<file path="src/rtl/lsu_if.sv">
// Bundle of request, data-memory and response signals around the load/store unit.
// master is the LSU side; slave is the pipeline/memory environment side.
interface lsu_if;
    logic        req_valid;
    logic        req_ready;
    logic        req_we;
    logic [2:0]  req_funct3;
    logic [31:0] req_addr;
    logic [31:0] req_wdata;
    logic [4:0]  req_rd;

    logic        mem_req;
    logic        mem_we;
    logic [31:0] mem_addr;
    logic [3:0]  mem_wstrb;
    logic [31:0] mem_wdata;
    logic        mem_gnt;
    logic        mem_rvalid;
    logic [31:0] mem_rdata;

    logic        rsp_valid;
    logic [31:0] rsp_rdata;
    logic [4:0]  rsp_rd;
    logic        rsp_err;

    modport master (
        input  req_valid, req_we, req_funct3, req_addr, req_wdata, req_rd,
        input  mem_gnt, mem_rvalid, mem_rdata,
        output req_ready, mem_req, mem_we, mem_addr, mem_wstrb, mem_wdata,
        output rsp_valid, rsp_rdata, rsp_rd, rsp_err
    );

    modport slave (
        output req_valid, req_we, req_funct3, req_addr, req_wdata, req_rd,
        output mem_gnt, mem_rvalid, mem_rdata,
        input  req_ready, mem_req, mem_we, mem_addr, mem_wstrb, mem_wdata,
        input  rsp_valid, rsp_rdata, rsp_rd, rsp_err
    );
endinterface

</file>
<file path="src/rtl/lsu_ctrl.sv">
// RV32 load/store unit: one aligned word transaction at a time, with store lane
// formatting, load extension and misalignment/illegal-funct3 faulting.
module lsu_ctrl (
    input  logic  clk,
    input  logic  rst_n,
    lsu_if.master bus
);
    localparam logic [1:0] S_IDLE = 2'd0;
    localparam logic [1:0] S_REQ  = 2'd1;
    localparam logic [1:0] S_WAIT = 2'd2;
    localparam logic [1:0] S_RESP = 2'd3;

    logic [1:0]  state_q,  state_d;
    logic [31:0] addr_q,   addr_d;
    logic [2:0]  funct3_q, funct3_d;
    logic        we_q,     we_d;
    logic [3:0]  strb_q,   strb_d;
    logic [31:0] wdata_q,  wdata_d;
    logic [4:0]  rd_q,     rd_d;
    logic        err_q,    err_d;
    logic [31:0] rdata_q,  rdata_d;

    logic        misaligned;
    logic        illegal;
    logic [3:0]  fmt_strb;
    logic [31:0] fmt_wdata;
    logic [7:0]  ld_byte;
    logic [15:0] ld_half;
    logic [31:0] ld_ext;
    logic        capture;

    // Request checks and store formatting work on the live request so they land in one accept cycle.
    always_comb begin
        misaligned = 1'b0;
        case (bus.req_funct3[1:0])
            2'b01:   misaligned = bus.req_addr[0];
            2'b10:   misaligned = |bus.req_addr[1:0];
            default: misaligned = 1'b0;
        endcase
        if (bus.req_we)
            illegal = (bus.req_funct3 >= 3'b011);
        else
            illegal = (bus.req_funct3 == 3'b011) || (bus.req_funct3[2:1] == 2'b11);

        fmt_strb  = 4'b1111;
        fmt_wdata = bus.req_wdata;
        case (bus.req_funct3[1:0])
            2'b00: begin
                fmt_wdata = {4{bus.req_wdata[7:0]}};
                fmt_strb  = 4'b0001 << bus.req_addr[1:0];
            end
            2'b01: begin
                fmt_wdata = {2{bus.req_wdata[15:0]}};
                fmt_strb  = bus.req_addr[1] ? 4'b1100 : 4'b0011;
            end
            default: ;
        endcase
    end

    always_comb begin
        ld_byte = bus.mem_rdata[{addr_q[1:0], 3'b000} +: 8];
        ld_half = addr_q[1] ? bus.mem_rdata[31:16] : bus.mem_rdata[15:0];
        case (funct3_q)
            3'b000:  ld_ext = {{24{ld_byte[7]}}, ld_byte};
            3'b001:  ld_ext = {{16{ld_half[15]}}, ld_half};
            3'b100:  ld_ext = {24'd0, ld_byte};
            3'b101:  ld_ext = {16'd0, ld_half};
            default: ld_ext = bus.mem_rdata;
        endcase
    end

    assign capture = ((state_q == S_REQ) && bus.mem_gnt && bus.mem_rvalid) ||
                     ((state_q == S_WAIT) && bus.mem_rvalid);

    always_comb begin
        state_d  = state_q;
        addr_d   = addr_q;
        funct3_d = funct3_q;
        we_d     = we_q;
        strb_d   = strb_q;
        wdata_d  = wdata_q;
        rd_d     = rd_q;
        err_d    = err_q;
        rdata_d  = rdata_q;
        case (state_q)
            S_IDLE: begin
                if (bus.req_valid) begin
                    addr_d   = bus.req_addr;
                    funct3_d = bus.req_funct3;
                    we_d     = bus.req_we;
                    strb_d   = bus.req_we ? fmt_strb : 4'b0000;
                    wdata_d  = bus.req_we ? fmt_wdata : 32'd0;
                    rd_d     = bus.req_we ? 5'd0 : bus.req_rd;
                    err_d    = misaligned || illegal;
                    rdata_d  = 32'd0;
                    state_d  = (misaligned || illegal) ? S_RESP : S_REQ;
                end
            end
            S_REQ: begin
                if (bus.mem_gnt)
                    state_d = bus.mem_rvalid ? S_RESP : S_WAIT;
            end
            S_WAIT: begin
                if (bus.mem_rvalid)
                    state_d = S_RESP;
            end
            default: state_d = S_IDLE;
        endcase
        // Store acknowledges carry no data back to writeback.
        if (capture)
            rdata_d = we_q ? 32'd0 : ld_ext;
    end

    always_ff @(posedge clk or negedge rst_n) begin
        if (!rst_n) begin
            state_q  <= S_IDLE;
            addr_q   <= 32'd0;
            funct3_q <= 3'd0;
            we_q     <= 1'b0;
            strb_q   <= 4'd0;
            wdata_q  <= 32'd0;
            rd_q     <= 5'd0;
            err_q    <= 1'b0;
            rdata_q  <= 32'd0;
        end else begin
            state_q  <= state_d;
            addr_q   <= addr_d;
            funct3_q <= funct3_d;
            we_q     <= we_d;
            strb_q   <= strb_d;
            wdata_q  <= wdata_d;
            rd_q     <= rd_d;
            err_q    <= err_d;
            rdata_q  <= rdata_d;
        end
    end

    assign bus.req_ready = (state_q == S_IDLE);
    assign bus.mem_req   = (state_q == S_REQ);
    assign bus.mem_we    = bus.mem_req && we_q;
    assign bus.mem_addr  = bus.mem_req ? {addr_q[31:2], 2'b00} : 32'd0;
    assign bus.mem_wstrb = bus.mem_req ? strb_q : 4'd0;
    assign bus.mem_wdata = bus.mem_req ? wdata_q : 32'd0;

    assign bus.rsp_valid = (state_q == S_RESP);
    assign bus.rsp_rdata = bus.rsp_valid ? rdata_q : 32'd0;
    assign bus.rsp_rd    = bus.rsp_valid ? rd_q : 5'd0;
    assign bus.rsp_err   = bus.rsp_valid && err_q;
endmodule

</file>
<file path="src/flat_wrapper.sv">
// flat-port wrapper written by rule: the top's interface ports become plain ports
module lsu_ctrl_flat 
  (clk, rst_n, bus_req_valid, bus_req_we, bus_req_funct3, bus_req_addr, bus_req_wdata, bus_req_rd, bus_mem_gnt, bus_mem_rvalid, bus_mem_rdata, bus_req_ready, bus_mem_req, bus_mem_we, bus_mem_addr, bus_mem_wstrb, bus_mem_wdata, bus_rsp_valid, bus_rsp_rdata, bus_rsp_rd, bus_rsp_err);
  lsu_if bus_i ();
  input  logic clk;
  input  logic rst_n;
  input wire logic [$bits(bus_i.req_valid)-1:0] bus_req_valid;
  input wire logic [$bits(bus_i.req_we)-1:0] bus_req_we;
  input wire logic [$bits(bus_i.req_funct3)-1:0] bus_req_funct3;
  input wire logic [$bits(bus_i.req_addr)-1:0] bus_req_addr;
  input wire logic [$bits(bus_i.req_wdata)-1:0] bus_req_wdata;
  input wire logic [$bits(bus_i.req_rd)-1:0] bus_req_rd;
  input wire logic [$bits(bus_i.mem_gnt)-1:0] bus_mem_gnt;
  input wire logic [$bits(bus_i.mem_rvalid)-1:0] bus_mem_rvalid;
  input wire logic [$bits(bus_i.mem_rdata)-1:0] bus_mem_rdata;
  output wire logic [$bits(bus_i.req_ready)-1:0] bus_req_ready;
  output wire logic [$bits(bus_i.mem_req)-1:0] bus_mem_req;
  output wire logic [$bits(bus_i.mem_we)-1:0] bus_mem_we;
  output wire logic [$bits(bus_i.mem_addr)-1:0] bus_mem_addr;
  output wire logic [$bits(bus_i.mem_wstrb)-1:0] bus_mem_wstrb;
  output wire logic [$bits(bus_i.mem_wdata)-1:0] bus_mem_wdata;
  output wire logic [$bits(bus_i.rsp_valid)-1:0] bus_rsp_valid;
  output wire logic [$bits(bus_i.rsp_rdata)-1:0] bus_rsp_rdata;
  output wire logic [$bits(bus_i.rsp_rd)-1:0] bus_rsp_rd;
  output wire logic [$bits(bus_i.rsp_err)-1:0] bus_rsp_err;
  assign bus_i.req_valid = bus_req_valid;
  assign bus_i.req_we = bus_req_we;
  assign bus_i.req_funct3 = bus_req_funct3;
  assign bus_i.req_addr = bus_req_addr;
  assign bus_i.req_wdata = bus_req_wdata;
  assign bus_i.req_rd = bus_req_rd;
  assign bus_i.mem_gnt = bus_mem_gnt;
  assign bus_i.mem_rvalid = bus_mem_rvalid;
  assign bus_i.mem_rdata = bus_mem_rdata;
  assign bus_req_ready = bus_i.req_ready;
  assign bus_mem_req = bus_i.mem_req;
  assign bus_mem_we = bus_i.mem_we;
  assign bus_mem_addr = bus_i.mem_addr;
  assign bus_mem_wstrb = bus_i.mem_wstrb;
  assign bus_mem_wdata = bus_i.mem_wdata;
  assign bus_rsp_valid = bus_i.rsp_valid;
  assign bus_rsp_rdata = bus_i.rsp_rdata;
  assign bus_rsp_rd = bus_i.rsp_rd;
  assign bus_rsp_err = bus_i.rsp_err;
  lsu_ctrl u_core (.clk(clk), .rst_n(rst_n), .bus(bus_i));
endmodule
</file>
<file path="config.mk">
export PLATFORM = sky130hd
export DESIGN_NAME = lsu_ctrl_flat
export DESIGN_NICKNAME = d
export VERILOG_FILES = /design/src/rtl/lsu_if.sv /design/src/rtl/lsu_ctrl.sv /design/src/flat_wrapper.sv
export SDC_FILE = /design/constraint.sdc
export NUM_CORES = 1
export LEC_CHECK = 0
export ABC_AREA = 0
export ABC_CLOCK_PERIOD_IN_PS = 1700
export CAP_MARGIN = 20
export CORE_UTILIZATION = 40
export CTS_BUF_LIST = sky130_fd_sc_hd__clkbuf_4 sky130_fd_sc_hd__clkbuf_8 sky130_fd_sc_hd__clkbuf_16
export DETAILED_ROUTE_END_ITERATION = 6
export GPL_ROUTABILITY_DRIVEN = 0
export GPL_TIMING_DRIVEN = 0
export PLACE_DENSITY = 0.77
export SETUP_SLACK_MARGIN = 0.02
export SLEW_MARGIN = 40
export SYNTH_ARGS = -nofsm -noshare
export SYNTH_HDL_FRONTEND = slang
export SYNTH_SLANG_ARGS = --single-unit
</file>
<file path="constraint.sdc">
create_clock -name clk -period 1.7 [get_ports clk]
set_input_delay 0.51 -clock clk [delete_from_list [all_inputs] [get_ports clk]]
set_output_delay 0.51 -clock clk [all_outputs]
set_load 0.01 [all_outputs]
</file>
==> qor.yml, run 1 <==
run_status:
  status: "finished with violations"
  violations: "setup timing"
power:
  netSwitchingPower_mw: 5.27
  seqPwrFrac_pct: 31.0
  intPower_mw: 10.1
  p_per_area_mw_per_mm2: 1560
  netSwitchingFraction_pct: 34.3
  p_leak_nw: 4.63
  clkPwrFrac_pct: 14.2
  vdd_ir_drop_max_mv: 0.731
  pwr-share-comb_pct: 54.8
timing:
  slew_violations: 0
  worst_slack_ps: -463
  final-hold-violation-count: 0
  rsz0062_at_grt: "yes"
  finalCriticalPeriod_ps: 2160
  finalSetupViolations: 174
  period_share_pct: 127
  max_freq_ghz: 0.462
  clock_skew_ps: 5.83
placed_design:
  place_hpwl_um: 13500
  pre_cts_ws_ps: -758
  port_buffers: 217
  placed_area_mm2: 0.00828
die:
  start_util_pct: 41.4
  die_w_um: 122
  dieArea_mm2: 0.0150
  die_y_um: 122
  core_mm2: 0.0140
  row_count: 43
  io_pins: 220
setup_path:
  criticalPathCategory: "reg -> out"
  r2r_slack_ps: -440
  path_max_fanout: 7
  required_ps: 1190
  cp-end-kind: "output pin"
  cp-start-kind: "flip-flop"
  crit_arrival_ps: 1650
synth:
  syn_inst: 572
  synth-compound-area-share_pct: 15.8
  netlist_area_mm2: 0.00579
  synth_top_family_by_area: "simple AND/OR/NAND/NOR gates"
  synth_seq_cells: 112
  synth-seq-area-share_pct: 48.4
  synthXorXnorAreaFrac_pct: 0
  async_flop_share_pct: 100
  synth-simple-area-share_pct: 20.1
  synth_edf_count: 0
  synth-main-ff-cell: "dfrtp_1"
  synth.distinct_cells: 43
  synthAdderAreaFrac_pct: 1.73
  syn_area_per_cell_um2: 10.1
  muxShareOfSynthArea_pct: 9.73
  yosys_warnings: 0
cells_and_area:
  antenna_cells: 0
  fin_nets: 974
  area_growth_pct: 70.3
  drive_gt1_share_pct: 43.3
  final_area_mm2: 0.00986
global_routing:
  antenna_found_initial: 0
  globalRouteOverflowTotal: 0
  grt_pass1_wl_um: 30100
  grt_max_degree: 61
  track_usage_pct: 26.6
  grt_pass1_vias: 5748
min_path:
  hp-class: "in -> async"
drt:
  wl_per_cell_um: 19.4
  wl_um: 20200
  post-route-drc-count: 0
  vias: 5581
  viasPerCell: 5.36
  drt_iter0_drc: 470
  drtPass1Iterations: 5
  ant_nets: 0
clock_network:
  cts.path.max_buffers: 2
  holdBufCountCts: 0
  htreeDepth: 3
  cts_buffers: 9
  cts_tree: "done"
  clk_latency_ps: 350
  cts.clk_slew.worst_paths_ps: 70
  cts-root-buf: "clkbuf_16"
  cts.sinks: 112
job:
  maxCapViolations: 0
[cell type report]
type | instances | area (um2)
flip-flops and latches | 112 | 2810
plain buffers | 38 | 438
repair buffers | 276 | 2970
well taps | 180 | 225
clock buffers | 11 | 253
clock inverters | 5 | 53.8
inverters | 10 | 40.0
multi-input cells | 409 | 3080
fillers | 974 | 4130
[per-layer routing]
| metal | wire, um | vias up | part of all wire (%) | global-route usage, % |
|---|---|---|---|---|
| li1 | - | 2535 | - | - |
| met2 | 10500 | 286 | 52 | 47.3 |
| met3 | 1510 | 40 | 7.5 | 5.48 |
| met1 | 7680 | 2720 | 38 | 31.3 |
| met5 | 0 | - | 0 | 0 |
| met4 | 522 | 0 | 2.6 | 10.6 |
[final timing paths]
path | start | end | cells past startpoint
worst max register to register | u_core.state_q[1]$_DFFE_PN0P_ | u_core.rdata_q[30]$_DFFE_PN0P_ | 10
worst min-delay path | rst_n | u_core.rdata_q[17]$_DFFE_PN0P_ | 1
min in group clk | u_core.wdata_q[30]$_DFFE_PN0P_ | u_core.wdata_q[30]$_DFFE_PN0P_ | 2
max in group asynchronous | rst_n | u_core.wdata_q[8]$_DFFE_PN0P_ | 2
worst max-delay path | u_core.state_q[1]$_DFFE_PN0P_ | bus_mem_addr[26] | 6
worst min register to register | u_core.wdata_q[30]$_DFFE_PN0P_ | u_core.wdata_q[30]$_DFFE_PN0P_ | 2
[metrics by stage]
step           cells  power [mW]  TNS [ps]  hold WS [ps]  utilization [%]
3_3_place_gp     970        10.2   -578900           453             59.0
5_1_grt         1041        16.2    -64280          93.4             70.5
4_1_cts         1033        14.6    -51730          82.7             68.1
2_1_floorplan    573        7.89     -3820           214                -
6_report        1041        15.4    -57460          73.0             70.5
3_5_place_dp     971        10.4   -125220           453             59.2
[worst max-delay path: stages, from the launching register on]
cell and delay (ps):
dfrtp_2 450, inv_2 100, ha_4 200, clkbuf_16 190
clkbuf_16 140, and2_4 130, buf_6 100
[registers in the layout, summed over array words and instances (netlist names)]
register / cells
u_core.wdata_q: 32
u_core.funct3_q: 3
u_core.addr_q: 32
u_core.rdata_q: 32
u_core.state_q: 2
u_core.strb_q: 4
u_core.we_q: 1
u_core.rd_q: 5
u_core.err_q: 1
[cell usage in the layout (no fill, tap or decap), drive strengths merged, types with 11 or more instances in the layout]
cell type	instances
a21oi	13
a221o	16
a22o	19
and2	107
buf	193
clkbuf	23
clkdlybuf4s50	106
dfrtp	112
inv	11
mux2	32
mux2i	18
nand2	58
nor2	19
o21ai	65
[timing repair]
| action | in CTS | in global routing |
|---|---|---|
| setup buffers | 36 | 5 |
| gates resized for setup | 700 | 83 |
| setup endpoints to repair | 218 | 216 |
| cloned | 14 | 3 |
| pin swaps | 62 | 4 |
[kinds of logic (layout without fill, tap and decap cells)]
family                   count (synthesis)  in the layout
AND/OR/NAND/NOR                        213            213
other                                    1              2
flip-flops                             112            112
AO/OA/AOI/OAI                          135            135
multiplexers                            51             51
buffers and inverters                   52            340
adder cells (fa/ha/maj)                  8              8
[Yosys cell counts (2+ instances only)]
library cell  number  area share (%)
a211o_1            8             1.2
a21oi_1           12             1.0
a221o_1           16             2.8
a22o_1            19             2.9
and2_1           106              11
buf_2             11            0.95
buf_4              2            0.26
buf_6              3            0.58
clkbuf_1          25             1.6
dfrtp_1          112              48
ha_1               8             1.7
inv_1              9            0.58
mux2_2            32             6.2
mux2i_1           18             3.1
nand2_1           58             3.8
nand2b_1           6            0.65
nor2_1            19             1.2
nor2b_1            4            0.43
nor3_1             4            0.35
o21ai_0           40             3.5
o21ai_1           25             2.2
o2bb2ai_1          8             1.2
or3_1              7            0.76
[power groups by stage]
| stage | combinational [mW] | sequential [mW] | clock [mW] |
|---|---|---|---|
| 2_1_floorplan | 3.49 | 4.40 | 0 |
| 3_3_place_gp | 5.58 | 4.59 | 0 |
| 3_5_place_dp | 5.78 | 4.67 | 0 |
| 4_1_cts | 7.72 | 4.71 | 2.21 |
| 5_1_grt | 8.98 | 4.91 | 2.32 |
| 6_report | 8.44 | 4.77 | 2.18 |
Note: power is estimated with default switching activity, not from simulation.
==> run 2, diff against run 1 <==
--- a/config.mk
+++ b/config.mk
@@ -8,12 +8,11 @@
 export ABC_AREA = 0
 export ABC_CLOCK_PERIOD_IN_PS = 1700
 export CAP_MARGIN = 20
-export CORE_UTILIZATION = 40
+export CORE_UTILIZATION = 25
 export CTS_BUF_LIST = sky130_fd_sc_hd__clkbuf_4 sky130_fd_sc_hd__clkbuf_8 sky130_fd_sc_hd__clkbuf_16
 export DETAILED_ROUTE_END_ITERATION = 6
 export GPL_ROUTABILITY_DRIVEN = 0
 export GPL_TIMING_DRIVEN = 0
-export PLACE_DENSITY = 0.77
 export SETUP_SLACK_MARGIN = 0.02
 export SLEW_MARGIN = 40
 export SYNTH_ARGS = -nofsm -noshare
==> run 2 against run 1 <==
Effect of this change:
- the run still ends with setup timing left
- critical endpoint is now bus_rsp_rd[4]
- first-iteration DRC count decreased by 56%
- die area increased by 59%
- total power decreased by 0.22%
- sequential share of layout area decreased by 0.22 points
- wire length increased by 3.4%
- combinational power increased by 1%
- core utilization decreased by 27 points
- clock-buffer cell count increased by 1
- setup slack got worse by 15 ps
- register-to-register slack improved by 60 ps
- sequential power decreased by 2%
- clock power decreased by 2%
==> qor.yml, run 2 (same netlist as run 1, synthesis figures left out) <==
setup_path:
  critical_path.top_delay_family: "buffers and inverters"
  path_max_fanout: 10
  path_cells: "buf_4 -> ha_4 -> buf_4 -> clkbuf_16 -> and2_1 -> buf_2"
  crit_arrival_ps: 1670
  cpMostUsedCell: "buf_4"
  slowest_delay_ps: 410
  cp-start-kind: "flip-flop"
  cp.depth: 6
  cp-end-kind: "output pin"
  critical-path-slowest-cell: "dfrtp_1"
  required_ps: 1190
  crit_buf_inv: 4
  reg2reg_depth: 8
  r2r_slack_ps: -380
  criticalPathCategory: "reg -> out"
cells_and_area:
  mostFrequentLayoutCell: "dfrtp_1"
  area_growth_pct: 71.6
  reg_top3: "u_core.addr_q x32, u_core.rdata_q x32, u_core.wdata_q x32"
  fillCellCount: 2160
  final_area_mm2: 0.00993
  multi_input_area_mm2: 0.00317
  mostFrequentLayoutCells: "dfrtp_1 (111), clkdlybuf4s50_1 (105), buf_6 (96), and2_4 (69), nand2_1 (54)"
  ff_latch_area_mm2: 0.00280
  drive_gt1_share_pct: 41.8
  fin_nets: 970
  fin_cells: 1142
  antenna_cells: 0
power:
  netSwitchingPower_mw: 5.30
  p_leak_nw: 4.68
  netSwitchingFraction_pct: 34.5
  vdd_ir_drop_max_mv: 0.542
  intPower_mw: 10.1
  seqPwrFrac_pct: 30.5
  p_per_area_mw_per_mm2: 1550
  clkPwrFrac_pct: 13.8
  pwr-share-comb_pct: 55.6
timing:
  slew_violations: 0
  finalCriticalPeriod_ps: 2180
  worst_slack_ps: -478
  period_share_pct: 128
  clock_skew_ps: 9.19
  max_freq_ghz: 0.459
  rsz0062_at_grt: "yes"
  finalSetupViolations: 172
  final-hold-violation-count: 0
placed_design:
  place_hpwl_um: 14200
  placed_cells: 1076
  placed_area_mm2: 0.00841
  port_buffers: 217
clock_network:
  clk_latency_ps: 360
  cts_tree: "done"
  cts.clk_slew.worst_paths_ps: 80
  cts_buffers: 9
  cts.sinks: 112
  cts-root-buf: "clkbuf_16"
  htreeDepth: 3
  cts.path.max_buffers: 2
  holdBufCountCts: 0
drt:
  ant_nets: 0
  viasPerCell: 4.64
  post-route-drc-count: 0
  drt_iter0_drc: 208
  drtPass1Iterations: 4
  vias: 5298
  wl_per_cell_um: 18.3
  wl_um: 20900
die:
  die_w_um: 154
  core_mm2: 0.0226
  die_y_um: 154
  io_pins: 220
  start_util_pct: 25.6
  dieArea_mm2: 0.0238
  row_count: 55
global_routing:
  grt_pass1_vias: 5419
  antenna_found_initial: 0
  grt_max_degree: 58
  track_usage_pct: 17.5
  globalRouteOverflowTotal: 0
  grt_pass1_wl_um: 31600
job:
  maxCapViolations: 0
run_status:
  status: "finished with violations"
  violations: "setup timing"
min_path:
  hp-class: "in -> async"
==> run 2: cell count changes in the layout (fill, tap and decap cells not counted), moves of 3 or more <==
cell       change
and2_1        +26
buf_16         +3
buf_2         +24
mux2_2        -23
and2_4        -26
o21ai_1        -6
buf_6         -26
clkbuf_2       +3
clkbuf_8       +3
o21ai_2       +12
buf_8         -13
o21ai_0        -6
clkbuf_16      +5
mux2_4        +23
==> run 2: through the flow <==
stage	setup slack, ps	TNS [ps]	hold slack (ps)	util, %	power [mW]
final	-478	-58470	71.3	43.9	15.4
after global routing	-554	-71110	78.6	43.9	16.4
after CTS	-506	-58630	87.0	42.1	14.6
after detailed placement	-823	-134750	463	37.2	10.5
after global placement	-4590	-646480	453	37.0	10.4
after floorplan	-97.3	-3820	214	-	7.89
==> run 2: path summary, 6_finish.rpt <==
path                                                from                              to
max reg2reg                u_core.state_q[0]$_DFFE_PN0P_  u_core.rdata_q[31]$_DFFE_PN0P_
max in group asynchronous                          rst_n  u_core.rdata_q[25]$_DFFE_PN0P_
min in group clk                       bus_req_funct3[1]  u_core.funct3_q[1]$_DFFE_PN0P_
max                        u_core.state_q[1]$_DFFE_PN0P_                   bus_rsp_rd[4]
min reg2reg                   u_core.rd_q[2]$_DFFE_PN0P_      u_core.rd_q[2]$_DFFE_PN0P_
min                                                rst_n  u_core.wdata_q[17]$_DFFE_PN0P_
==> run 2: power by group through the flow <==
| stage | logic [mW] | clock network, mW | registers [mW] |
|---|---|---|---|
| 6_report | 8.55 | 2.13 | 4.69 |
| 5_1_grt | 9.22 | 2.33 | 4.85 |
| 4_1_cts | 7.81 | 2.19 | 4.64 |
| 3_3_place_gp | 5.82 | 0 | 4.59 |
| 2_1_floorplan | 3.49 | 0 | 4.40 |
| 3_5_place_dp | 5.88 | 0 | 4.61 |
==> run 2: metal layers <==
| layer | vias up | share of wire [%] | global-route usage [%] |
|---|---|---|---|
| met2 | 166 | 47 | 28.4 |
| met1 | 2569 | 45 | 22.8 |
| met5 | - | 0 | 0 |
| met3 | 21 | 7.2 | 4.99 |
| met4 | 0 | 1.5 | 4.71 |
| li1 | 2542 | - | - |
==> run 2: layout make-up <==
cell class | count | area share, %
plain buffers | 38 | 5.01
clock buffers | 12 | 2.62
multi-input cells | 409 | 32.0
flip-flops and latches | 112 | 28.2
clock inverters | 4 | 0.290
inverters | 10 | 0.428
repair buffers | 272 | 27.9
well taps | 285 | 3.59
==> run 2: repair_timing <==
item | in CTS | in global routing
gates resized for setup | 681 | 102
setup endpoints to repair | 219 | 218
buffers inserted | 27 | 16
gates cloned | 14 | 1
endpoints found under the hold margin | 0 | 0
pin swaps | 73 | 21
==> run 2: worst reg2reg max path: cells and delay by family (launching register included) <==
family,cells,cell delay [ps]
and+or+nand+nor,2,360
DFF,1,460
AOI/OAI and AO/OA,2,520
adders and majority gates,1,220
buffers and inverters,3,410
==> run 3, diff against run 2 <==
--- a/config.mk
+++ b/config.mk
@@ -14,6 +14,7 @@
 export GPL_ROUTABILITY_DRIVEN = 0
 export GPL_TIMING_DRIVEN = 0
 export SETUP_SLACK_MARGIN = 0.02
+export SKIP_LAST_GASP = 1
 export SLEW_MARGIN = 40
 export SYNTH_ARGS = -nofsm -noshare
 export SYNTH_HDL_FRONTEND = slang
==> run 3 against run 2 <==
Effect of this change:
- the run still ends with setup timing left
- via count is essentially flat
- non-clock buffer count down 4
- clock power about the same
- critical path depth did not move
- die area unchanged
- sequential power hardly changed
- setup slack got worse by 3.5 ps
==> qor.yml, run 3 (same netlist as run 1, synthesis figures left out) <==
run_status:
  status: "finished with violations"
  violations: "setup timing"
clock_network:
  cts_tree: "done"
  holdBufCountCts: 0
  cts.sinks: 112
  clk_latency_ps: 360
  cts_buffers: 9
  cts.path.max_buffers: 2
  htreeDepth: 3
  cts.clk_slew.worst_paths_ps: 80
  cts-root-buf: "clkbuf_16"
timing:
  rsz0062_at_grt: "yes"
  finalCriticalPeriod_ps: 2180
  slew_violations: 0
  worst_slack_ps: -482
  period_share_pct: 128
  clock_skew_ps: 7.34
  final-hold-violation-count: 0
  max_freq_ghz: 0.458
  finalSetupViolations: 172
job:
  maxCapViolations: 0
drt:
  wl_per_cell_um: 18.3
  wl_um: 20800
  ant_nets: 0
  post-route-drc-count: 0
  viasPerCell: 4.65
  vias: 5297
  drt_iter0_drc: 245
  drtPass1Iterations: 4
cells_and_area:
  final_core_util_pct: 43.5
  fillCellCount: 2175
  reg_top3: "u_core.addr_q x32, u_core.rdata_q x32, u_core.wdata_q x32"
  mostFrequentLayoutCell: "dfrtp_1"
  mostFrequentLayoutCells: "dfrtp_1 (111), clkdlybuf4s50_1 (105), buf_6 (91), and2_4 (66), nand2_1 (54)"
  area_growth_pct: 70.0
  drive_gt1_share_pct: 41.0
  multi_input_area_mm2: 0.00314
  ff_latch_area_mm2: 0.00280
  fin_nets: 966
  antenna_cells: 0
power:
  p_per_area_mw_per_mm2: 1540
  pwr-share-comb_pct: 55.2
  intPower_mw: 9.93
  netSwitchingPower_mw: 5.27
  p_leak_nw: 4.62
  seqPwrFrac_pct: 30.8
  clkPwrFrac_pct: 14.0
  vdd_ir_drop_max_mv: 0.545
  netSwitchingFraction_pct: 34.7
  fin_total_pwr_mw: 15.2
setup_path:
  path_max_fanout: 10
  required_ps: 1190
  cp-end-kind: "output pin"
  criticalPathCategory: "reg -> out"
  cp-start-kind: "flip-flop"
  crit_arrival_ps: 1670
die:
  die_w_um: 154
  dieArea_mm2: 0.0238
  row_count: 55
  core_mm2: 0.0226
  io_pins: 220
  die_y_um: 154
  start_util_pct: 25.6
global_routing:
  grt_pass1_wl_um: 31600
  grt_pass1_vias: 5410
  globalRouteOverflowTotal: 0
  track_usage_pct: 17.5
  grt_max_degree: 58
  antenna_found_initial: 0
placed_design:
  place_hpwl_um: 14200
  port_buffers: 217
min_path:
  hp-class: "in -> async"
run 3: cell types whose count changed in the layout (fill, tap and decap cells not counted), sizes merged:
cell           before  now
clkbuf             36   34
buf               180  175
clkdlybuf4s15       0    3
run 3: layout make-up:
type,count,share of cell area [%]
clock buffer,12,2.64
tap,285,3.62
buffer,38,5.11
clock inverter,4,0.292
sequential,112,28.5
multi-input combinational,409,31.9
timing repair buffer,268,27.5
inverter,10,0.432
run 3: layer usage:
layer	routed length, um	global-route usage (%)
met1	9270	22.8
met2	9740	28.4
met3	1510	4.99
met5	0	0
met4	328	4.71
run 3: per-stage QoR:
stage	worst slack [ps]	hold WS, ps	instances	instance area (um2)	TNS, ps
3_5_place_dp	-823	463	1076	8410	-134750
2_1_floorplan	-97.3	214	573	5850	-3820
6_report	-482	71.8	1138	9840	-57640
5_1_grt	-562	78.6	1138	9840	-70300
4_1_cts	-506	87.0	1130	9510	-59660
3_3_place_gp	-4590	453	1075	8380	-646480
run 3: worst max-delay path, cell delays in order (launching register included):
cell	delay (ps)
dfrtp_1	410
buf_4	150
ha_4	190
buf_4	140
clkbuf_16	150
and2_1	140
buf_2	130
run 3: final timing paths:
| path | from | end | slack (ps) | cells past startpoint |
|---|---|---|---|---|
| worst max-delay path | u_core.state_q[1]$_DFFE_PN0P_ | bus_rsp_rd[4] | -480 | 6 |
| worst min-delay path | rst_n | u_core.wdata_q[17]$_DFFE_PN0P_ | 70 | 1 |
| worst max register to register | u_core.state_q[0]$_DFFE_PN0P_ | u_core.rdata_q[31]$_DFFE_PN0P_ | -390 | 8 |
| worst min register to register | u_core.rd_q[2]$_DFFE_PN0P_ | u_core.rd_q[2]$_DFFE_PN0P_ | 480 | 2 |
| max in group asynchronous | rst_n | u_core.rdata_q[25]$_DFFE_PN0P_ | 980 | 2 |
| min in group clk | bus_req_funct3[1] | u_core.funct3_q[1]$_DFFE_PN0P_ | 470 | 3 |
run 3: power groups by stage:
| stage | combinational [mW] | sequential, mW | clock [mW] |
|---|---|---|---|
| floorplan | 3.49 | 4.40 | 0 |
| global placement | 5.82 | 4.59 | 0 |
| detailed placement | 5.88 | 4.61 | 0 |
| CTS | 7.75 | 4.63 | 2.19 |
| global route | 9.05 | 4.85 | 2.33 |
| finish | 8.39 | 4.68 | 2.13 |
run 3: timing repair:
item                       in CTS  in global routing
pin swaps                      72                 23
cloned                         14                  1
setup endpoints to repair     219                218
gates resized for setup       663                106
setup buffers                  27                 12
